===== src/rtl/wb_pad_in.sv =====
// wb_pad_in: synchronizes, debounces and edge-detects NUM_PADS pads into sticky STATUS bits behind a Wishbone slave.
// Latency: ack/err 1 cycle after the first cyc&stb cycle; pad->deb D+2, ->STATUS +1, ->int_o +1 cycles.
// Backpressure: never stalls; one transfer per 2 cycles, master holds stb until ack/err.
module wb_pad_in #(
   parameter int NUM_PADS        = 4,
   parameter int DEBOUNCE_CYCLES = 16,
   parameter int WB_ADDR_WIDTH   = 32,
   parameter int WB_DATA_WIDTH   = 32
) (
   input  logic                       clk,
   input  logic                       rstn,
   input  logic                       s_cyc_i,
   input  logic                       s_stb_i,
   input  logic                       s_we_i,
   input  logic [WB_DATA_WIDTH/8-1:0] s_sel_i,
   input  logic [WB_ADDR_WIDTH-1:0]   s_adr_i,
   input  logic [WB_DATA_WIDTH-1:0]   s_dat_w_i,
   output logic [WB_DATA_WIDTH-1:0]   s_dat_r_o,
   output logic                       s_ack_o,
   output logic                       s_err_o,
   input  logic [NUM_PADS-1:0]        pad_i,
   output logic                       int_o
);

   typedef enum logic {S_IDLE, S_RESP} state_t;

   localparam logic [1:0] REG_DATA   = 2'd0;
   localparam logic [1:0] REG_IE     = 2'd1;
   localparam logic [1:0] REG_EDGE   = 2'd2;
   localparam logic [1:0] REG_STATUS = 2'd3;

   logic [NUM_PADS-1:0]        sync1_q, sync2_q, deb_q, deb_prev_q;
   logic [NUM_PADS-1:0]        ie_q, ie_d, rise_en_q, rise_en_d, fall_en_q, fall_en_d;
   logic [NUM_PADS-1:0]        status_q, status_d, set_evt, clr;
   logic                       int_d;
   state_t                     state_q, state_d;
   logic                       we_q, adr_err_q, wr_act;
   logic [WB_DATA_WIDTH/8-1:0] sel_q;
   logic [1:0]                 reg_sel_q;
   logic [WB_DATA_WIDTH-1:0]   wdat_q, rdata_q, rd_mux;
   logic                       unused_ok;

   // Address bits outside the decoded window and unused write-data/lane bits.
   assign unused_ok = ^{s_adr_i, wdat_q, sel_q};

   // Two-flop synchronizer for the asynchronous pads.
   always_ff @(posedge clk or negedge rstn) begin
      if (!rstn) begin
         sync1_q <= '0;
         sync2_q <= '0;
      end else begin
         sync1_q <= pad_i;
         sync2_q <= sync1_q;
      end
   end

   generate
      if (DEBOUNCE_CYCLES == 0) begin : g_nodeb
         // Debouncer bypassed: deb is simply the synchronized level, registered.
         always_ff @(posedge clk or negedge rstn) begin
            if (!rstn) deb_q <= '0;
            else       deb_q <= sync2_q;
         end
      end else begin : g_deb
         localparam int              CW       = $clog2(DEBOUNCE_CYCLES + 1);
         localparam logic [CW-1:0]   CNT_LAST = CW'(DEBOUNCE_CYCLES - 1);
         logic [CW-1:0] cnt_q [NUM_PADS];

         // Per-pad stability counter; deb follows sync2 only after D consecutive differing cycles.
         always_ff @(posedge clk or negedge rstn) begin
            if (!rstn) begin
               deb_q <= '0;
               for (int i = 0; i < NUM_PADS; i++) cnt_q[i] <= '0;
            end else begin
               for (int i = 0; i < NUM_PADS; i++) begin
                  if (sync2_q[i] == deb_q[i]) begin
                     cnt_q[i] <= '0;
                  end else if (cnt_q[i] == CNT_LAST) begin
                     deb_q[i] <= sync2_q[i];
                     cnt_q[i] <= '0;
                  end else begin
                     cnt_q[i] <= cnt_q[i] + 1'b1;
                  end
               end
            end
         end
      end
   endgenerate

   assign set_evt = (deb_q & ~deb_prev_q & rise_en_q) | (~deb_q & deb_prev_q & fall_en_q);
   assign wr_act  = (state_q == S_RESP) && we_q && !adr_err_q;

   // Register write decode, W1C and interrupt next state. New events reach int_o one
   // cycle after STATUS; clears and IE writes act on int_o in the cycle after the ack.
   always_comb begin
      ie_d      = ie_q;
      rise_en_d = rise_en_q;
      fall_en_d = fall_en_q;
      clr       = '0;
      for (int i = 0; i < NUM_PADS; i++) begin
         if (wr_act && reg_sel_q == REG_IE && sel_q[i/8])       ie_d[i]      = wdat_q[i];
         if (wr_act && reg_sel_q == REG_EDGE && sel_q[i/8])     rise_en_d[i] = wdat_q[i];
         if (wr_act && reg_sel_q == REG_EDGE && sel_q[2 + i/8]) fall_en_d[i] = wdat_q[16 + i];
         if (wr_act && reg_sel_q == REG_STATUS && sel_q[i/8])   clr[i]       = wdat_q[i];
      end
      status_d = set_evt | (status_q & ~clr);
      int_d    = |(status_q & status_d & ie_d);
   end

   // Control/status registers and the edge-detect history.
   always_ff @(posedge clk or negedge rstn) begin
      if (!rstn) begin
         deb_prev_q <= '0;
         ie_q       <= '0;
         rise_en_q  <= '0;
         fall_en_q  <= '0;
         status_q   <= '0;
         int_o      <= 1'b0;
      end else begin
         deb_prev_q <= deb_q;
         ie_q       <= ie_d;
         rise_en_q  <= rise_en_d;
         fall_en_q  <= fall_en_d;
         status_q   <= status_d;
         int_o      <= int_d;
      end
   end

   // Read mux, sampled when the request is accepted.
   always_comb begin
      rd_mux = '0;
      case (s_adr_i[3:2])
         REG_DATA:   rd_mux[NUM_PADS-1:0] = deb_q;
         REG_IE:     rd_mux[NUM_PADS-1:0] = ie_q;
         REG_EDGE: begin
            rd_mux[NUM_PADS-1:0]  = rise_en_q;
            rd_mux[16 +: NUM_PADS] = fall_en_q;
         end
         REG_STATUS: rd_mux[NUM_PADS-1:0] = status_q;
         default:    rd_mux = '0;
      endcase
   end

   // Bus FSM next state: RESP always returns to IDLE, so a held stb never acks twice in a row.
   always_comb begin
      state_d = state_q;
      case (state_q)
         S_IDLE:  if (s_cyc_i && s_stb_i) state_d = S_RESP;
         S_RESP:  state_d = S_IDLE;
         default: state_d = S_IDLE;
      endcase
   end

   // Bus FSM state and request capture.
   always_ff @(posedge clk or negedge rstn) begin
      if (!rstn) begin
         state_q   <= S_IDLE;
         we_q      <= 1'b0;
         sel_q     <= '0;
         wdat_q    <= '0;
         reg_sel_q <= '0;
         adr_err_q <= 1'b0;
         rdata_q   <= '0;
      end else begin
         state_q <= state_d;
         if (state_q == S_IDLE && s_cyc_i && s_stb_i) begin
            we_q      <= s_we_i;
            sel_q     <= s_sel_i;
            wdat_q    <= s_dat_w_i;
            reg_sel_q <= s_adr_i[3:2];
            adr_err_q <= |s_adr_i[11:4];
            rdata_q   <= (|s_adr_i[11:4]) ? '0 : rd_mux;
         end
      end
   end

   assign s_ack_o   = (state_q == S_RESP) && !adr_err_q;
   assign s_err_o   = (state_q == S_RESP) && adr_err_q;
   assign s_dat_r_o = rdata_q;

endmodule


===== config.mk =====
export PLATFORM = sky130hd
export DESIGN_NAME = wb_pad_in
export DESIGN_NICKNAME = d
export VERILOG_FILES = /design/src/rtl/wb_pad_in.sv
export SDC_FILE = /design/constraint.sdc
export NUM_CORES = 1
export LEC_CHECK = 0
export ABC_AREA = 1
export BUFFER_PORTS_ARGS = -buffer_cell sky130_fd_sc_hd__buf_4
export CAP_MARGIN = 20
export CORE_MARGIN = 2
export CORE_UTILIZATION = 45
export DETAILED_ROUTE_END_ITERATION = 7
export PLACE_DENSITY = 0.75
export RECOVER_POWER = 50
export SYNTH_ARGS = -nofsm -noshare
export SYNTH_HDL_FRONTEND = slang
export SYNTH_SLANG_ARGS = --single-unit

===== constraint.sdc =====
create_clock -name clk -period 1.4 [get_ports clk]
set_clock_uncertainty 0.15 [all_clocks]
set_input_delay 0.14 -clock clk [delete_from_list [all_inputs] [get_ports clk]]
set_output_delay 0.14 -clock clk [all_outputs]
set_load 0.02 [all_outputs]

==> impl_metrics.csv <==
group,metric,value,unit
outcome,status,"complete, but fails checks",
outcome,violations,"setup timing",
timing,maxSlewHeadroom,0.550,
timing,post-route-min-period,1530,ps
yosys,synth_area_per_cell,9.39,sq um
yosys,synthAdderAreaFrac,0.0151,
global_routing,grt.overflow.total,0,
clock_network,numCtsBuffers,9,
critical_path,slowest_delay,420,ps
yosys,ys_ff_latch,76,
critical_path,arrival,1240,ps
die,core_area,7180,sq um
worst_hold_path,hp-class,"in -> reg",
layout,area_delta_synth_final,31.8,%
timing,holdWs,42.9,ps
yosys,synthArstFlopShare,1.00,
clock_network,clkLatencyLatePin,350,ps
clock_network,htreeDepth,3,
critical_path,path_buf_inv,3,
critical_path,worstSetupPathType,"reg -> out",
flow_run,maxCapViolations,0,
timing,drv_slew,0,
critical_path,crit_path_end_kind,"output port",
critical_path,path_delay_family,"flip-flops",
detailed_routing,drc,0,
power,irDropWorstVdd,0.652,mV
die,die_h,89.7,um
detailed_routing,wl_per_cell,12.4,um
critical_path,required,1110,ps
timing,worstMarginPinSlew,676,ps
power,p_leak,2.20,nW
layout,drive_gt1_frac,0.261,
layout,postLayoutCoreUtil,0.607,
timing,hold_violations,0,
yosys,yosys_warnings,0,
clock_network,cts_num_sinks,76,
die,start_util,0.461,
global_routing,grt_util_all_layers,0.179,
timing,finalCritPeriodShare,1.09,
place,io_buffers,39,
yosys,synth_cell_type_count,27,
yosys,synth_top_family_by_area,"simple AND/OR/NAND/NOR gates",
place,place_ws,-106,ps
die,io-pin-count,112,
place,dp_cells,502,
layout,final_cell_mix,"dfrtp_1 (76), nand2_1 (68), buf_4 (48)",
clock_network,cts.reportedPaths.clkPinSlew,80,ps
detailed_routing,antenna_left,0,
yosys,synth_flop_cell,"dfrtp_1",
timing,worst_slack,-128,ps
layout,design_area,4360,sq um
place,dp_hpwl,4.19,mm
die,fp.dieW,89.7,um
critical_path,critPathMaxFanout,3,
global_routing,grt_pass1_vias,2425,
yosys,synth_mux_area_frac,0.00454,
clock_network,cts-root-buf,"clkbuf_8",
yosys,netlist_area,3300,sq um
detailed_routing,vias,2559,
yosys,synth_edf_count,0,
timing,rsz0062_at_grt,"true",
place,globalplace.congestion,0.818,
clock_network,tritoncts,"built",
global_routing,antenna_found_initial,0,
yosys,synthCells,352,
clock_network,cts_buffer_depth,2,
place,placed_area,3750,sq um
critical_path,worstSetupStartpointType,"flop",
critical_path,crit_chain,"buf_4 > buf_6 > nor2_4 > buf_6",
critical_path,cpMaxStageDelayCell,"dfrtp_1",
global_routing,grt_max_degree,77,
yosys,seq_area_frac_synth,0.576,
detailed_routing,routed_wl,6.74,mm
global_routing,grt_pass1_wl,10.7,mm
detailed_routing,dr.pass1.iters,4,
detailed_routing,drt_iter0_drc,118,
power,powerDensity,990,nW/um^2
die,dieArea,8040,sq um
layout,final_cell_count_no_fill,544,
yosys,synth_xor_area_frac,0.0212,
yosys,synth_compound_area_frac,0.0788,
yosys,synth_simple_gate_area_frac,0.202,
die,rows,31,
layout,final_common_cell,"dfrtp_1",
layout,final_nets,521,
detailed_routing,via_per_inst,4.70,
timing,report.final.setup_viol,13,
layout,diodes,0,
critical_path,path_common_cell,"buf_6",
timing,fmax,655,MHz
[worst register-to-register path, stage by stage (launching register included)]
cell      delay (ps)
dfrtp_1          380
nand2_2          110
nor2_4           210
nand3_2          110
o21bai_1         170
nor2_1            70
nor2_1           120
nand2_1           70
[timing repair]
action	CTS	global route
hold endpoints to repair	92	0
setup buffers	2	6
hold buffers	17	0
setup endpoints to repair	15	42
gates cloned	0	1
pin swaps	3	11
resized for setup	18	31
[metal layers]
layer / wire, um / vias to the layer above / track usage
met5: 0 / - / 0
met1: 2970 / 1223 / 0.235
met3: 278 / 9 / 0.0466
met2: 3380 / 66 / 0.289
li1: - / 1261 / -
met4: 106 / 0 / 0.0611
[layout make-up]
| class | count | area [sq um] |
|---|---|---|
| Sequential cell | 76 | 1900 |
| Clock inverter | 7 | 43.8 |
| Inverter | 36 | 140 |
| Timing Repair Buffer | 82 | 732 |
| Clock buffer | 9 | 124 |
| Tap cell | 99 | 124 |
| Multi-Input combinational cell | 235 | 1290 |
| Fill cell | 599 | 2820 |
[logic make-up (layout without fill, tap and decap cells)]
kind of cell | count (synthesis) | after routing
AND/OR/NAND/NOR | 153 | 153
multiplexers | 1 | 1
buffers and inverters | 64 | 134
other | 1 | 24
adder cells (fa/ha/maj) | 4 | 4
AO/OA/AOI/OAI | 45 | 45
XOR/XNOR | 8 | 8
flip-flops | 76 | 76
[final timing paths]
| check | startpoint | end | slack, ps | depth (start not counted) |
|---|---|---|---|---|
| min reg2reg | sync1_q[3] | sync2_q[3] | 200 | 0 |
| min in group asynchronous | rstn | s_dat_r_o[19] | 310 | 3 |
| max reg2reg | reg_sel_q[0] | int_o | -100 | 7 |
| max in group asynchronous | rstn | fall_en_q[2] | 320 | 3 |
| max | adr_err_q | s_ack_o | -130 | 4 |
| min | s_adr_i[3] | reg_sel_q[1] | 40 | 3 |
[report_power, final]
part,switching [mW],total (mW),leakage (nW),internal (mW)
Combinational,0.291,0.504,1.11,0.214
Clock,0.805,1.44,0.0848,0.632
Sequential,0.0766,2.37,1.01,2.30
Total,1.17,4.32,2.20,3.14
[flip-flops by register name, summed over array words and instances, names as in the netlist]
signal	cells
g_deb.cnt_q	20
s_dat_r_o	8
wdat_q	8
deb_prev_q	4
deb_q	4
fall_en_q	4
ie_q	4
rise_en_q	4
status_q	4
sync1_q	4
sync2_q	4
reg_sel_q	2
sel_q	2
adr_err_q	1
int_o	1
state_q	1
we_q	1
[synthesized netlist by cell type (2+ instances only)]
cell type	instances	share of area
dfrtp_1	76	0.58
nand2_1	73	0.083
inv_1	34	0.039
nor2_1	33	0.037
nand3_1	29	0.044
buf_4	24	0.055
o21ai_0	22	0.033
a21oi_1	8	0.012
o21ai_1	5	0.0076
a22o_1	4	0.011
and3_1	4	0.0076
buf_2	4	0.0061
ha_1	4	0.015
nor2_2	4	0.0076
nor3_1	4	0.0061
o2111ai_1	4	0.011
xnor2_1	4	0.011
xor2_1	4	0.011
inv_2	2	0.0023
nand2_2	2	0.0038
nand3_2	2	0.0061
[metrics by stage]
stage	power, mW	setup TNS (ps)
after CTS	4.30	-101
final	4.32	-569
after global placement	2.78	-46.6
after global routing	4.54	-1890
after floorplan	2.66	0
after detailed placement	2.80	-130
(Power assumes the default switching activity.)
